### src/rtl/decompress_stream.sv
// decompress_stream: streaming Kyber coefficient unpacker/decompressor.
// Consumes 32-bit packed words (LSB-first d-bit fields, 8*d words per
// polynomial) and emits 256 coefficients x = round(3329*y / 2^d).
// Optional feature macro DECOMP_D12_EN: accepts d = 12 (ByteDecode12),
// where stage 2 reduces y modulo Q instead of multiplying.
module decompress_stream (
    input  logic        i_clk,
    input  logic        i_rstn,
    input  logic        i_start,
    input  logic [3:0]  i_d,
    input  logic [31:0] i_word,
    input  logic        i_word_valid,
    output logic        o_word_ready,
    output logic [11:0] o_coeff,
    output logic        o_coeff_valid,
    input  logic        i_coeff_ready,
    output logic        o_last,
    output logic        o_busy,
    output logic        o_err
);

    localparam logic [11:0] Q       = 12'd3329;
    localparam logic        ST_IDLE = 1'b0;
    localparam logic        ST_RUN  = 1'b1;

    logic        state_q, state_d;
    logic [3:0]  d_q, d_d;
    logic [43:0] buf_q, buf_d;
    logic [5:0]  cnt_q, cnt_d;
    logic [6:0]  words_q, words_d;
    logic        err_q, err_d;
    logic        s1_valid_q, s1_valid_d;
    logic [11:0] s1_y_q, s1_y_d;
    logic        out_valid_q, out_valid_d;
    logic [11:0] coeff_q, coeff_d;
    logic [7:0]  ocnt_q, ocnt_d;

    logic        run, d_legal, word_ready, word_hs, coeff_hs;
    logic        s1_adv, s2_adv, extract;
    logic [11:0] y_mask, field, x;
    logic [22:0] prod, sum;
    logic [43:0] shifted;
    logic [5:0]  cnt_after;

    // Legal compression widths for a start request
    always_comb begin
        case (i_d)
            4'd1, 4'd4, 4'd5, 4'd10, 4'd11: d_legal = 1'b1;
`ifdef DECOMP_D12_EN
            4'd12:                          d_legal = 1'b1;
`endif
            default:                        d_legal = 1'b0;
        endcase
    end

    assign run        = (state_q == ST_RUN);
    assign word_ready = run && (cnt_q < {2'b00, d_q}) && (words_q < {d_q, 3'b000});
    assign word_hs    = i_word_valid && word_ready;
    assign coeff_hs   = out_valid_q && i_coeff_ready;
    assign s2_adv     = !out_valid_q || i_coeff_ready;
    assign s1_adv     = !s1_valid_q || s2_adv;
    assign extract    = run && (cnt_q >= {2'b00, d_q}) && s1_adv;
    assign y_mask     = 12'((13'd1 << d_q) - 13'd1);
    assign field      = buf_q[11:0] & y_mask;

    // Stage-2 rounding datapath: (Q*y + 2^(d-1)) >> d, or mod-Q for d = 12
    always_comb begin
        prod = 23'(s1_y_q) * 23'(Q);
        sum  = prod + (23'd1 << (d_q - 4'd1));
        x    = 12'(sum >> d_q);
`ifdef DECOMP_D12_EN
        if (d_q == 4'd12) begin
            x = (s1_y_q >= Q) ? (s1_y_q - Q) : s1_y_q;
        end
`endif
    end

    // Next-state: control, bit buffer and the two pipeline stages
    always_comb begin
        state_d     = state_q;
        d_d         = d_q;
        words_d     = words_q;
        ocnt_d      = ocnt_q;
        err_d       = 1'b0;
        s1_valid_d  = s1_valid_q;
        s1_y_d      = s1_y_q;
        out_valid_d = out_valid_q;
        coeff_d     = coeff_q;

        // Extraction shifts first; an accepted word lands above what remains
        shifted   = extract ? (buf_q >> d_q) : buf_q;
        cnt_after = extract ? (cnt_q - {2'b00, d_q}) : cnt_q;
        buf_d     = shifted;
        cnt_d     = cnt_after;
        if (word_hs) begin
            buf_d   = shifted | ({12'b0, i_word} << cnt_after);
            cnt_d   = cnt_after + 6'd32;
            words_d = words_q + 7'd1;
        end

        if (s1_adv) begin
            s1_valid_d = extract;
            if (extract) begin
                s1_y_d = field;
            end
        end
        if (s2_adv) begin
            out_valid_d = s1_valid_q;
            if (s1_valid_q) begin
                coeff_d = x;
            end
        end

        if (coeff_hs) begin
            ocnt_d = ocnt_q + 8'd1;
            if (ocnt_q == 8'd255) begin
                state_d = ST_IDLE;
            end
        end

        if ((state_q == ST_IDLE) && i_start) begin
            if (d_legal) begin
                state_d = ST_RUN;
                d_d     = i_d;
                buf_d   = '0;
                cnt_d   = '0;
                words_d = '0;
                ocnt_d  = '0;
            end else begin
                err_d = 1'b1;
            end
        end
    end

    // State registers with asynchronous active-low reset
    always_ff @(posedge i_clk or negedge i_rstn) begin
        if (!i_rstn) begin
            state_q     <= ST_IDLE;
            d_q         <= '0;
            buf_q       <= '0;
            cnt_q       <= '0;
            words_q     <= '0;
            err_q       <= 1'b0;
            s1_valid_q  <= 1'b0;
            s1_y_q      <= '0;
            out_valid_q <= 1'b0;
            coeff_q     <= '0;
            ocnt_q      <= '0;
        end else begin
            state_q     <= state_d;
            d_q         <= d_d;
            buf_q       <= buf_d;
            cnt_q       <= cnt_d;
            words_q     <= words_d;
            err_q       <= err_d;
            s1_valid_q  <= s1_valid_d;
            s1_y_q      <= s1_y_d;
            out_valid_q <= out_valid_d;
            coeff_q     <= coeff_d;
            ocnt_q      <= ocnt_d;
        end
    end

    assign o_word_ready  = word_ready;
    assign o_coeff       = coeff_q;
    assign o_coeff_valid = out_valid_q;
    assign o_last        = out_valid_q && (ocnt_q == 8'd255);
    assign o_busy        = run;
    assign o_err         = err_q;

endmodule

### config.mk
export PLATFORM = sky130hd
export DESIGN_NAME = decompress_stream
export DESIGN_NICKNAME = d
export VERILOG_FILES = /design/src/rtl/decompress_stream.sv
export SDC_FILE = /design/constraint.sdc
export NUM_CORES = 1
export LEC_CHECK = 0
export CAP_MARGIN = 15
export CORE_MARGIN = 5
export CORE_UTILIZATION = 35
export CTS_CLUSTER_SIZE = 14
export DETAILED_ROUTE_END_ITERATION = 10
export PLACE_DENSITY = 0.56
export SLEW_MARGIN = 5
export SYNTH_ARGS = -nofsm -noshare
export SYNTH_HDL_FRONTEND = slang
export SYNTH_SLANG_ARGS = --single-unit
export TNS_END_PERCENT = 10
### constraint.sdc
create_clock -name i_clk -period 6.65 [get_ports i_clk]
set_input_delay 1.33 -clock i_clk [delete_from_list [all_inputs] [get_ports i_clk]]
set_output_delay 1.33 -clock i_clk [all_outputs]
set_load 0.01 [all_outputs]
==> results.py <==
metrics = {
    "synthesis": {
        "ys_ff_latch": 97,
        "syn-num-nets": 1712,
        "synth_ff_type": "dfrtp_1",
        "synthDistinctLibCells": 91,
        "synth_edf_count": 0,
        "seq_area_frac_synth": 0.196,
        "mappedNetlistArea_um2": 12400,
        "avgSynthCellArea_um2": 7.98,
        "synth-async-reset-ratio": 1.00,
        "yosys_warnings": 0,
        "synth_cells": 1548,
    },
    "route": {
        "met1_length_mm": 19.9,
        "viasPerCell": 6.06,
        "drtIter0Drc": 1087,
        "wl_per_cell_um": 21.5,
        "wirelength_mm": 42.8,
        "drc": 0,
        "ant_nets": 0,
        "dr.max_layer_used": "met4",
        "route.met2.wl_mm": 18.5,
        "num_vias": 12100,
        "drtPass1Iterations": 5,
        "dr_wl_met3_mm": 2.76,
    },
    "setup_path": {
        "crit_required_ns": 6.88,
        "r2r_setup_slack_ns": 0.78,
        "cp-end-kind": "flop",
        "crit_arrival_ns": 6.10,
        "rr_endpoint": "o_coeff[10]$_DFFE_PN0P_",
        "cp-startpoint": "d_q[2]$_DFFE_PN0P_",
        "reg2reg_from": "d_q[2]$_DFFE_PN0P_",
        "crit_path_max_fanout": 21,
        "rr_worst_depth": 18,
        "path_class": "flop to flop",
        "critPathLaunchType": "flop",
    },
    "timing": {
        "skew_ns": 0.0126,
        "fin_crit_sh": 0.883,
        "fmax_mhz": 170,
        "slew_viol_final": 0,
        "tns_ns": 0,
        "rsz0062_at_grt": "no",
        "setup_viol": 0,
        "final_hold_viol_count": 0,
        "min_period_ns": 5.87,
        "relSlewSlack": 0.308,
        "worst_slew_pin_slew_ns": 1.03,
    },
    "die": {
        "dieArea_um2": 39200,
        "start_util": 0.356,
        "die_w_um": 198,
        "core_area_um2": 34700,
        "ioPinCount": 58,
        "fp.dieH_um": 198,
        "rows": 68,
    },
    "cts": {
        "cts.sinks": 97,
        "ctsHoldBuffers": 0,
        "h-tree-depth": 3,
        "post_cts_buffers": 0,
        "cts_buffer_depth": 2,
        "clk_latency_ns": 0.37,
        "clk_pin_slew_worst_paths_ns": 0.07,
        "clockRootBuffer": "clkbuf_16",
        "cts_resized": 0,
        "cts_buffers": 9,
        "cts_tree": "yes",
    },
    "hold_path": {
        "min_from": "o_coeff[4]$_DFFE_PN0P_",
        "hold_path_end": "o_coeff[4]$_DFFE_PN0P_",
        "worstHoldPathCells": 2,
        "hp-class": "flop to flop",
    },
    "global_route": {
        "grt_max_degree": 77,
        "antenna_found_initial": 0,
        "grt_use_total": 0.215,
        "first_global_vias": 11600,
        "grt-ovfl-total": 0,
        "grt_pass1_wl_mm": 67.3,
    },
    "placement": {
        "place_congestion": 0.914,
        "dp_hpwl_mm": 33.1,
        "numPortBuffers": 57,
    },
    "cells_and_area": {
        "fin_nets": 1698,
        "diodes": 0,
        "drive_gt1_frac": 0.0877,
        "area_delta_synth_final_pct": 9.22,
    },
    "flow_run": {
        "timing.max_cap.violations": 0,
    },
    "run_status": {
        "status": "finished, final reports clean",
    },
}
[through the flow]
step / instance area (um^2) / setup slack [ns] / hold slack (ns) / util / cells
final: 13500 / 0.779 / 0.489 / 0.389 / 1994
after global routing: 13500 / 0.390 / 0.536 / 0.389 / 1994
after CTS: 13500 / 0.824 / 0.485 / 0.389 / 1994
after detailed placement: 13200 / 0.861 / 0.469 / 0.381 / 1978
after global placement: 13200 / 0.994 / 0.467 / 0.381 / 1978
after floorplan: 12400 / 1.48 / 0.467 / - / 1548
[cells in the mapped netlist, types with 4 or more instances]
library cell | count | area share
nand4_1 | 12 | 0.0061
nor3_1 | 18 | 0.0073
nor2b_1 | 9 | 0.0046
a32o_1 | 5 | 0.0040
or3_1 | 8 | 0.0040
o21ai_0 | 106 | 0.043
mux2i_1 | 73 | 0.059
inv_1 | 87 | 0.026
o21a_1 | 7 | 0.0043
a21o_1 | 15 | 0.0091
o2bb2ai_1 | 4 | 0.0028
o211a_1 | 5 | 0.0040
buf_2 | 24 | 0.0097
a22oi_1 | 7 | 0.0043
o221a_2 | 4 | 0.0036
nand2b_1 | 6 | 0.0030
a211oi_1 | 38 | 0.023
xor2_1 | 20 | 0.014
nand3_1 | 99 | 0.040
nand2_2 | 4 | 0.0020
buf_4 | 5 | 0.0030
buf_1 | 21 | 0.0064
o31ai_1 | 9 | 0.0055
nor3b_1 | 4 | 0.0024
o22ai_1 | 19 | 0.0096
xnor2_1 | 18 | 0.013
and3_1 | 15 | 0.0076
ha_1 | 104 | 0.11
clkbuf_1 | 52 | 0.016
and2_1 | 13 | 0.0066
a31oi_1 | 22 | 0.011
dfrtp_1 | 97 | 0.20
a221oi_1 | 11 | 0.0078
o211ai_1 | 36 | 0.022
nand2_1 | 173 | 0.053
a211o_1 | 7 | 0.0050
mux2_2 | 27 | 0.025
mux4_2 | 28 | 0.051
nor2_1 | 133 | 0.040
o221ai_1 | 9 | 0.0064
fa_1 | 19 | 0.031
a21oi_1 | 90 | 0.036
o2111ai_1 | 4 | 0.0028
a22o_1 | 5 | 0.0035
[kinds of logic (layout without fill, tap and decap cells)]
kind of cell,Yosys count,count (layout),share of synthesized area
multiplexers,129,129,0.137
buffers and inverters,194,185,0.0647
flip-flops,97,97,0.196
adder cells (fa/ha/maj),123,123,0.136
XOR/XNOR,38,38,0.0269
AO/OA/AOI/OAI,443,443,0.240
AND/OR/NAND/NOR,524,524,0.200
[cell type report]
| cell class | count | area, um^2 |
|---|---|---|
| Timing Repair Buffer | 80 | 741 |
| Tap cell | 455 | 569 |
| Multi-Input combinational cell | 1257 | 9150 |
| Clock inverter | 5 | 38.8 |
| Inverter | 89 | 334 |
| Fill cell | 3649 | 21200 |
| Sequential cell | 97 | 2430 |
| Clock buffer | 11 | 233 |
[layout by cell type (no fill, tap or decap), types with 36 or more instances in the layout]
cell / count
ha_1: 104
a21oi_1: 90
inv_1: 86
nand2_1: 173
a211oi_1: 38
clkdlybuf4s50_1: 56
dfrtp_1: 94
o21ai_0: 106
nand3_1: 99
o211ai_1: 36
nor2_1: 132
mux2i_1: 73
[worst max-delay path by stage]
stage,to,slack [ns],cells after the start
finish,o_coeff[10]$_DFFE_PN0P_,0.78,18
global route,o_coeff[10]$_DFFE_PN0P_,0.39,18
CTS,o_coeff[10]$_DFFE_PN0P_,0.82,18
detailed placement,o_coeff[10]$_DFFE_PN0P_,0.86,18
global placement,o_coeff[10]$_DFFE_PN0P_,0.99,18
floorplan,o_coeff[4]$_DFFE_PN0P_,1.48,21
[metal layers]
layer / vias to the layer above / track usage
met5: - / 0
met4: 0 / 0.0837
met3: 64 / 0.0368
met2: 452 / 0.317
met1: 5891 / 0.313
li1: 5680 / -
[registers in the layout (all words and copies together) (netlist names)]
name / count
words_q: 7
o_err: 1
s1_y_q: 12
o_coeff: 12
o_coeff_valid: 1
cnt_q: 6
ocnt_q: 8
buf_q: 44
s1_valid_q: 1
d_q: 4
o_busy: 1
[critical path, cell delays in order, from the launching register on]
cell and delay, ns:
dfrtp_1 0.76, nand2_1 0.48, nor2_1 0.34, ha_1 0.21, ha_1 0.23, inv_1 0.07, fa_1 0.43, fa_1 0.55
inv_1 0.04, ha_1 0.44, nand2_1 0.15, nor3_2 0.28, a31oi_2 0.19, a31oi_1 0.33, o221ai_1 0.21, xnor2_1 0.48
nor3_1 0.09, a211oi_1 0.34, a31oi_1 0.13
Power is not shown: default switching activity piles up to over one toggle a cycle in this logic, so the estimate is an artifact.
